### config.mk
export PLATFORM = sky130hd
export DESIGN_NAME = peripheral_gpio_debounce_flat
export DESIGN_NICKNAME = d
export VERILOG_FILES = /design/src/rtl/peripheral_gpio_debounce_if.sv /design/src/rtl/peripheral_gpio_debounce.sv /design/src/flat_wrapper.sv
export SDC_FILE = /design/constraint.sdc
export NUM_CORES = 1
export LEC_CHECK = 0
export ABC_CLOCK_PERIOD_IN_PS = 8900
export CORE_MARGIN = 5
export CORE_UTILIZATION = 45
export CTS_CLUSTER_DIAMETER = 30
export CTS_CLUSTER_SIZE = 14
export DETAILED_ROUTE_END_ITERATION = 10
export PLACE_DENSITY = 0.64
export SLEW_MARGIN = 20
export SYNTH_ARGS = -nofsm -noshare
export SYNTH_HDL_FRONTEND = slang
export SYNTH_SLANG_ARGS = --single-unit
### constraint.sdc
create_clock -name PCLK -period 8.9 [get_ports PCLK]
set_input_delay 1.78 -clock PCLK [delete_from_list [all_inputs] [get_ports PCLK]]
set_output_delay 1.78 -clock PCLK [all_outputs]
set_load 0.005 [all_outputs]
### src/rtl/peripheral_gpio_debounce_if.sv
// peripheral_gpio_debounce_if: pad/threshold inputs and debounced level/edge outputs; PERIPHERAL_GPIO_DEBOUNCE_BYPASS_EN adds bypass_i
interface peripheral_gpio_debounce_if #(
  parameter int PDATA_SIZE = 8,
  parameter int DEBOUNCE_WIDTH = 16
);
  logic [PDATA_SIZE-1:0] pad_i;
  logic [DEBOUNCE_WIDTH-1:0] debounce_cycles_i;
`ifdef PERIPHERAL_GPIO_DEBOUNCE_BYPASS_EN
  logic [PDATA_SIZE-1:0] bypass_i;
`endif
  logic [PDATA_SIZE-1:0] gpio_o;
  logic [PDATA_SIZE-1:0] rise_o;
  logic [PDATA_SIZE-1:0] fall_o;
`ifdef PERIPHERAL_GPIO_DEBOUNCE_BYPASS_EN
  modport master (output pad_i, debounce_cycles_i, bypass_i, input gpio_o, rise_o, fall_o);
  modport slave (input pad_i, debounce_cycles_i, bypass_i, output gpio_o, rise_o, fall_o);
`else
  modport master (output pad_i, debounce_cycles_i, input gpio_o, rise_o, fall_o);
  modport slave (input pad_i, debounce_cycles_i, output gpio_o, rise_o, fall_o);
`endif
endinterface

### src/rtl/peripheral_gpio_debounce.sv
// peripheral_gpio_debounce: per-bit pad synchroniser, glitch filter and edge pulser; PERIPHERAL_GPIO_DEBOUNCE_BYPASS_EN enables per-bit threshold bypass
module peripheral_gpio_debounce #(
  parameter int PDATA_SIZE = 8,
  parameter int SYNC_DEPTH = 3,
  parameter int DEBOUNCE_WIDTH = 16
) (
  input logic PCLK,
  input logic PRESETn,
  peripheral_gpio_debounce_if.slave bus
);
  for (genvar b = 0; b < PDATA_SIZE; b++) begin : g_bit
    logic [SYNC_DEPTH-1:0] sync_q;
    logic [DEBOUNCE_WIDTH-1:0] cnt_q;
    logic [DEBOUNCE_WIDTH:0] neff;
    logic stable_q, rise_q, fall_q, sync_last, accept;
    assign sync_last = sync_q[SYNC_DEPTH-1];
    // Effective threshold (zero acts as one) and acceptance once the mismatch has lasted that long
    always_comb begin
`ifdef PERIPHERAL_GPIO_DEBOUNCE_BYPASS_EN
      neff = (bus.bypass_i[b] || bus.debounce_cycles_i == '0) ? (DEBOUNCE_WIDTH+1)'(1) : {1'b0, bus.debounce_cycles_i};
`else
      neff = (bus.debounce_cycles_i == '0) ? (DEBOUNCE_WIDTH+1)'(1) : {1'b0, bus.debounce_cycles_i};
`endif
      accept = (sync_last != stable_q) && ({1'b0, cnt_q} + (DEBOUNCE_WIDTH+1)'(1) >= neff);
    end
    // Synchronise the pad, count consecutive mismatch cycles, commit the new level with a one-cycle edge pulse
    always_ff @(posedge PCLK or negedge PRESETn)
      if (!PRESETn) begin
        sync_q <= '0;
        cnt_q <= '0;
        stable_q <= 1'b0;
        rise_q <= 1'b0;
        fall_q <= 1'b0;
      end else begin
        sync_q <= {sync_q[SYNC_DEPTH-2:0], bus.pad_i[b]};
        cnt_q <= (accept || sync_last == stable_q) ? '0 : cnt_q + DEBOUNCE_WIDTH'(1);
        stable_q <= accept ? sync_last : stable_q;
        rise_q <= accept && sync_last;
        fall_q <= accept && !sync_last;
      end
    assign bus.gpio_o[b] = stable_q;
    assign bus.rise_o[b] = rise_q;
    assign bus.fall_o[b] = fall_q;
  end
endmodule

### src/flat_wrapper.sv
// flat-port wrapper written by rule: the top's interface ports become plain ports
module peripheral_gpio_debounce_flat 
#(
  parameter int PDATA_SIZE = 8,
  parameter int SYNC_DEPTH = 3,
  parameter int DEBOUNCE_WIDTH = 16
)
  (PCLK, PRESETn, bus_pad_i, bus_debounce_cycles_i, bus_gpio_o, bus_rise_o, bus_fall_o);
  peripheral_gpio_debounce_if #(.PDATA_SIZE(PDATA_SIZE), .DEBOUNCE_WIDTH(DEBOUNCE_WIDTH)) bus_i ();
  input logic PCLK;
  input logic PRESETn;
  input wire logic [$bits(bus_i.pad_i)-1:0] bus_pad_i;
  input wire logic [$bits(bus_i.debounce_cycles_i)-1:0] bus_debounce_cycles_i;
  output wire logic [$bits(bus_i.gpio_o)-1:0] bus_gpio_o;
  output wire logic [$bits(bus_i.rise_o)-1:0] bus_rise_o;
  output wire logic [$bits(bus_i.fall_o)-1:0] bus_fall_o;
  assign bus_i.pad_i = bus_pad_i;
  assign bus_i.debounce_cycles_i = bus_debounce_cycles_i;
  assign bus_gpio_o = bus_i.gpio_o;
  assign bus_rise_o = bus_i.rise_o;
  assign bus_fall_o = bus_i.fall_o;
  peripheral_gpio_debounce #(.PDATA_SIZE(PDATA_SIZE), .SYNC_DEPTH(SYNC_DEPTH), .DEBOUNCE_WIDTH(DEBOUNCE_WIDTH)) u_core (.PCLK(PCLK), .PRESETn(PRESETn), .bus(bus_i));
endmodule
Word level (Yosys, flattened, before mapping)
Index checks and enable logic that the tools add are counted.

Register bits after elaboration: 176. Input bits: 26. Output and inout port bits: 24. Logic and storage cells: 130.

$add $sub $neg: 16. Order comparisons: 8. Equality and inequality tests: 16. Multiplexer cells: 9. Reductions and logical operators: 41.

Operators with widths (number): two-way mux 16 bit (9); adder 16 x 1 -> 17 bit, second input constant (8); adder 16 x 1 -> 16 bit, second input constant (8); >= comparator 17 bit (7); logical AND 1 bit (24); >= comparator 17 x 16 -> 1 bit (1); zero test 16 bit (1); equality test 1 bit (8); zero test 1 bit (8); logical OR 1 bit (8); != test 1 bit (8).

Longest topological paths before layout
Depth after elaboration: 6. Gate-level depth with buffers: 15. Mapped depth without buffers: 13.

Worst setup path after synthesis
No wires, ideal clock.

Path type: input port to flip-flop. Start point: input bus_debounce_cycles_i[4]. End point: register u_core.g_bit[6].stable_q. Library setup time: 127 ps. Arrival time: 4517 ps. Required time: 8773 ps. Slack: 4255 ps. Stages on the path: 12. Path buffers: 2. Cell sequence: clkbuf_1 -> clkbuf_1 -> nor4_1 -> a41o_1 -> ha_1 -> inv_1 -> a21oi_1 -> a221oi_1 -> maj3_2 -> o311a_1 -> o41ai_4 -> mux2_1.

Longest elaborated chain between the ends: 4.

Ends and longest elaborated chain: start, declared (line flat_wrapper.sv:13) `input wire logic [$bits(bus_i.debounce_cycles_i)-1:0] bus_debounce_cycles_i;`; zero test 16 bit (line peripheral_gpio_debounce.sv:22) `neff = (bus.debounce_cycles_i == '0) ? (DEBOUNCE_WIDTH+1)'(1) : {1'b0, bus.debounce_cycles_i};`; two-way mux 16 bit (*) (line peripheral_gpio_debounce.sv:22); >= comparator 17 bit (*) (line peripheral_gpio_debounce.sv:24) `accept = (sync_last != stable_q) && ({1'b0, cnt_q} + (DEBOUNCE_WIDTH+1)'(1) >= neff);`; logical AND 1 bit (*) (line peripheral_gpio_debounce.sv:24); end signal, assigned (line peripheral_gpio_debounce.sv:37) `stable_q <= accept ? sync_last : stable_q;`; end, declared (line peripheral_gpio_debounce.sv:15) `logic stable_q, rise_q, fall_q, sync_last, accept;`.

Mark *: on every way between the ends. The rest lies on a longest branch, timed or not. A chain may end at the register's enable or synchronous reset.

Final worst setup path
Start point: input bus_debounce_cycles_i[5]. End point: register u_core.g_bit[5].stable_q.

Longest elaborated chain between the ends: 4.

Ends and longest elaborated chain (line): zero test 16 bit (peripheral_gpio_debounce.sv:22); two-way mux 16 bit (*) (peripheral_gpio_debounce.sv:22); >= comparator 17 bit (*) (peripheral_gpio_debounce.sv:24); logical AND 1 bit (*) (peripheral_gpio_debounce.sv:24); end signal, assigned (peripheral_gpio_debounce.sv:37); end, declared (peripheral_gpio_debounce.sv:15).

Marked as above.

==> results.ini <==
[worst_setup_path]
r2r.worst_path.cells=10
crit_slowest_cell=clkdlybuf4s50_1
path_cells=clkdlybuf4s50_1 > nor4_1 > a41o_1 > ha_1 > o2111ai_1 > o21a_1 > a31oi_1 > o2111ai_1 > nand4_1 > mux2_2
crit_cells=10
cp_max_fo=19
arrival_ns=5.79
path_buf_inv=1
cp_common_cell=o2111ai_1
worstSetupPathType=in2reg
startpoint_type=input port
worst_setup_path_end_kind=register
cp_slowest_stage_delay_ns=0.85
crit_family=compound AO/OA/AOI/OAI gates
required_ns=9.22

[die]
io_pins=50
dieWidth_microns=166
core_area_sq_mm=0.0242
start_util=0.454
rows=57
die_area_sq_mm=0.0276
die_height_microns=166

[grt]
track_usage=0.180
antenna_found_initial=0
grt_first_pass_wirelength_microns=40600
grt_max_degree=113
grt_pass1_vias=7990
grt_remaining_overflow=0

[cells_and_area]
utilization=0.504
drive_gt1_frac=0.0457
multi_input_area_sq_mm=0.00612
seqCellArea_sq_mm=0.00440
final_cells=1462
antennaDiodeCount=0
nets=1258
syn_to_final_growth_pct=11.1
fillers=2190

[routing]
antenna_left=0
vias=8084
dr.pass1.iters=5
first_iter_violations=570
wl_per_cell_microns=16.6
routed_wl_microns=24300
viasPerCell=5.53
drcViolationCount=0

[sta]
relSlewSlack=0.342
final_max_slew_viol_count=0
hold_viol=0
worst-slew-pin-transition_ns=0.984
period_share=0.614
fin_ws_ns=3.44
clock-skew-final_ns=0.00889
rsz0062_at_grt=false
finalSetupTns_ns=0
fin_crit_ns=5.46
fin_hold_ws_ns=0.348
max_freq_ghz=0.183
setup_violations=0

[flow_run]
maxCapViolations=0

[logic_synthesis]
seq_area_frac_synth=0.402
synth_nets=1238
synth_most_common_cell=dfrtp_1
ys_async_sr_fraction=1.00
synth_common_cells=176 x dfrtp_1, 107 x ha_1, 82 x nand2_1, 81 x xnor2_1, 70 x nand3_1
ys.flop_type=dfrtp_1
synth_enable_flop_cells=0
synth.top_cells.by_area=dfrtp_1 40%, ha_1 12%, xnor2_1 6.5%
synth_area_leader_cell=dfrtp_1
synth_top_area_share=0.402
ys_ff_latch=176
netlist_area_sq_mm=0.0110
synth_cell_type_count=60
syn_avg_cell_area_sq_um=9.92
yosysWarningCount=0
netlist_instances=1105

[place]
port_buffers=49
dpl.hpwl_microns=16800
dp_slack_ns=2.99
dp_cells=1430
gp_congestion=0.813

[clock_network]
cts.reportedPaths.clkPinSlew_ns=0.07
clockBufferDepth=2
cts_tree=built
clkSinkCount=176
post_cts_resized=0
htreeDepth=4
clockRootBuffer=clkbuf_16
numCtsBuffers=17
clock_latency_ns=0.43
post_cts_buffers=0
ctsHoldBuffers=0

[hold_path]
hold_path.class=reg2reg
whs_path_depth=0

[pwr]
vdd_ir_drop_max_mv=0.110
p_leak_nw=5.78
p_per_area_mw_per_mm2=140

[outcome]
status=complete, no violations

logic make-up after synthesis:
| logic type | Yosys count | share of synthesized area |
|---|---|---|
| adders and majority gates | 121 | 0.135 |
| muxes | 6 | 0.00616 |
| xor gates and xnor gates | 134 | 0.110 |
| and+or+nand+nor | 435 | 0.216 |
| AOI/OAI and AO/OA | 139 | 0.0899 |
| buffers and inverters | 94 | 0.0417 |
| DFF | 176 | 0.402 |
metal layers:
metal  share of wire  vias up  global-route usage
li1                -     3964                   -
met1            0.47     3973               0.247
met2            0.47      123               0.297
met3           0.039       24              0.0298
met4           0.015        0              0.0470
met5               0        -                   0
through the flow:
| step | area (sq um) | total power [W] |
|---|---|---|
| global route | 12200 | 0.00179 |
| detailed placement | 11600 | 0.000992 |
| finish | 12200 | 0.00170 |
| floorplan | 11000 | 0.000928 |
| global placement | 11600 | 0.000989 |
| CTS | 12200 | 0.00173 |
registers in the layout, indices dropped and copies added, names as in the netlist:
register,count
u_core.g_bit.fall_q,8
u_core.g_bit.sync_q,24
u_core.g_bit.stable_q,8
u_core.g_bit.rise_q,8
u_core.g_bit.cnt_q,128
worst register-to-register path, cell delays in order, from the launching register on:
cell and delay (ns):
dfrtp_1 0.44, ha_1 0.29, nand2_1 0.12, nor3_1 0.41, nand2_1 0.13, xnor2_1 0.22
ha_1 0.27, and3_1 0.22, a221oi_1 0.31, nand4_1 0.70, mux2_2 0.53
final timing paths:
check / endpoint / startpoint / slack, ns
setup reg to reg: u_core.g_bit[5].stable_q / u_core.g_bit[5].cnt_q[0] / 5.14
hold reg to reg: u_core.g_bit[1].sync_q[2] / u_core.g_bit[1].sync_q[1] / 0.35
max in group asynchronous: u_core.g_bit[3].cnt_q[2] / PRESETn / 6.07
setup / recovery: u_core.g_bit[5].stable_q / bus_debounce_cycles_i[5] / 3.44
min in group asynchronous: u_core.g_bit[5].sync_q[2] / PRESETn / 1.45
hold / removal: u_core.g_bit[1].sync_q[2] / u_core.g_bit[1].sync_q[1] / 0.35
placed cells by master, fill, tap and decap left out, types with 37 or more instances in the layout:
cell type,n
clkdlybuf4s50_1,48
xor2_1,49
nor3_1,47
nand2_1,82
xnor2_1,81
a21oi_1,37
inv_1,41
nor2_1,47
ha_1,107
dfrtp_1,176
nor3b_1,45
nor2b_1,37
nand3_1,70
where the power goes:
part	internal (W)	switching, W
sequential	0.000814	0.0000138
combinational	0.0000567	0.0000907
clock	0.000401	0.000324
cell type report:
cell class,instances,share of cell area
Tap cell,324,0.0333
Multi-Input combinational cell,835,0.502
Clock buffer,20,0.0375
Inverter,42,0.0129
Sequential cell,176,0.362
Timing Repair Buffer,53,0.0431
Clock inverter,12,0.00904
No activity file was read; power rests on OpenSTA's default activity.
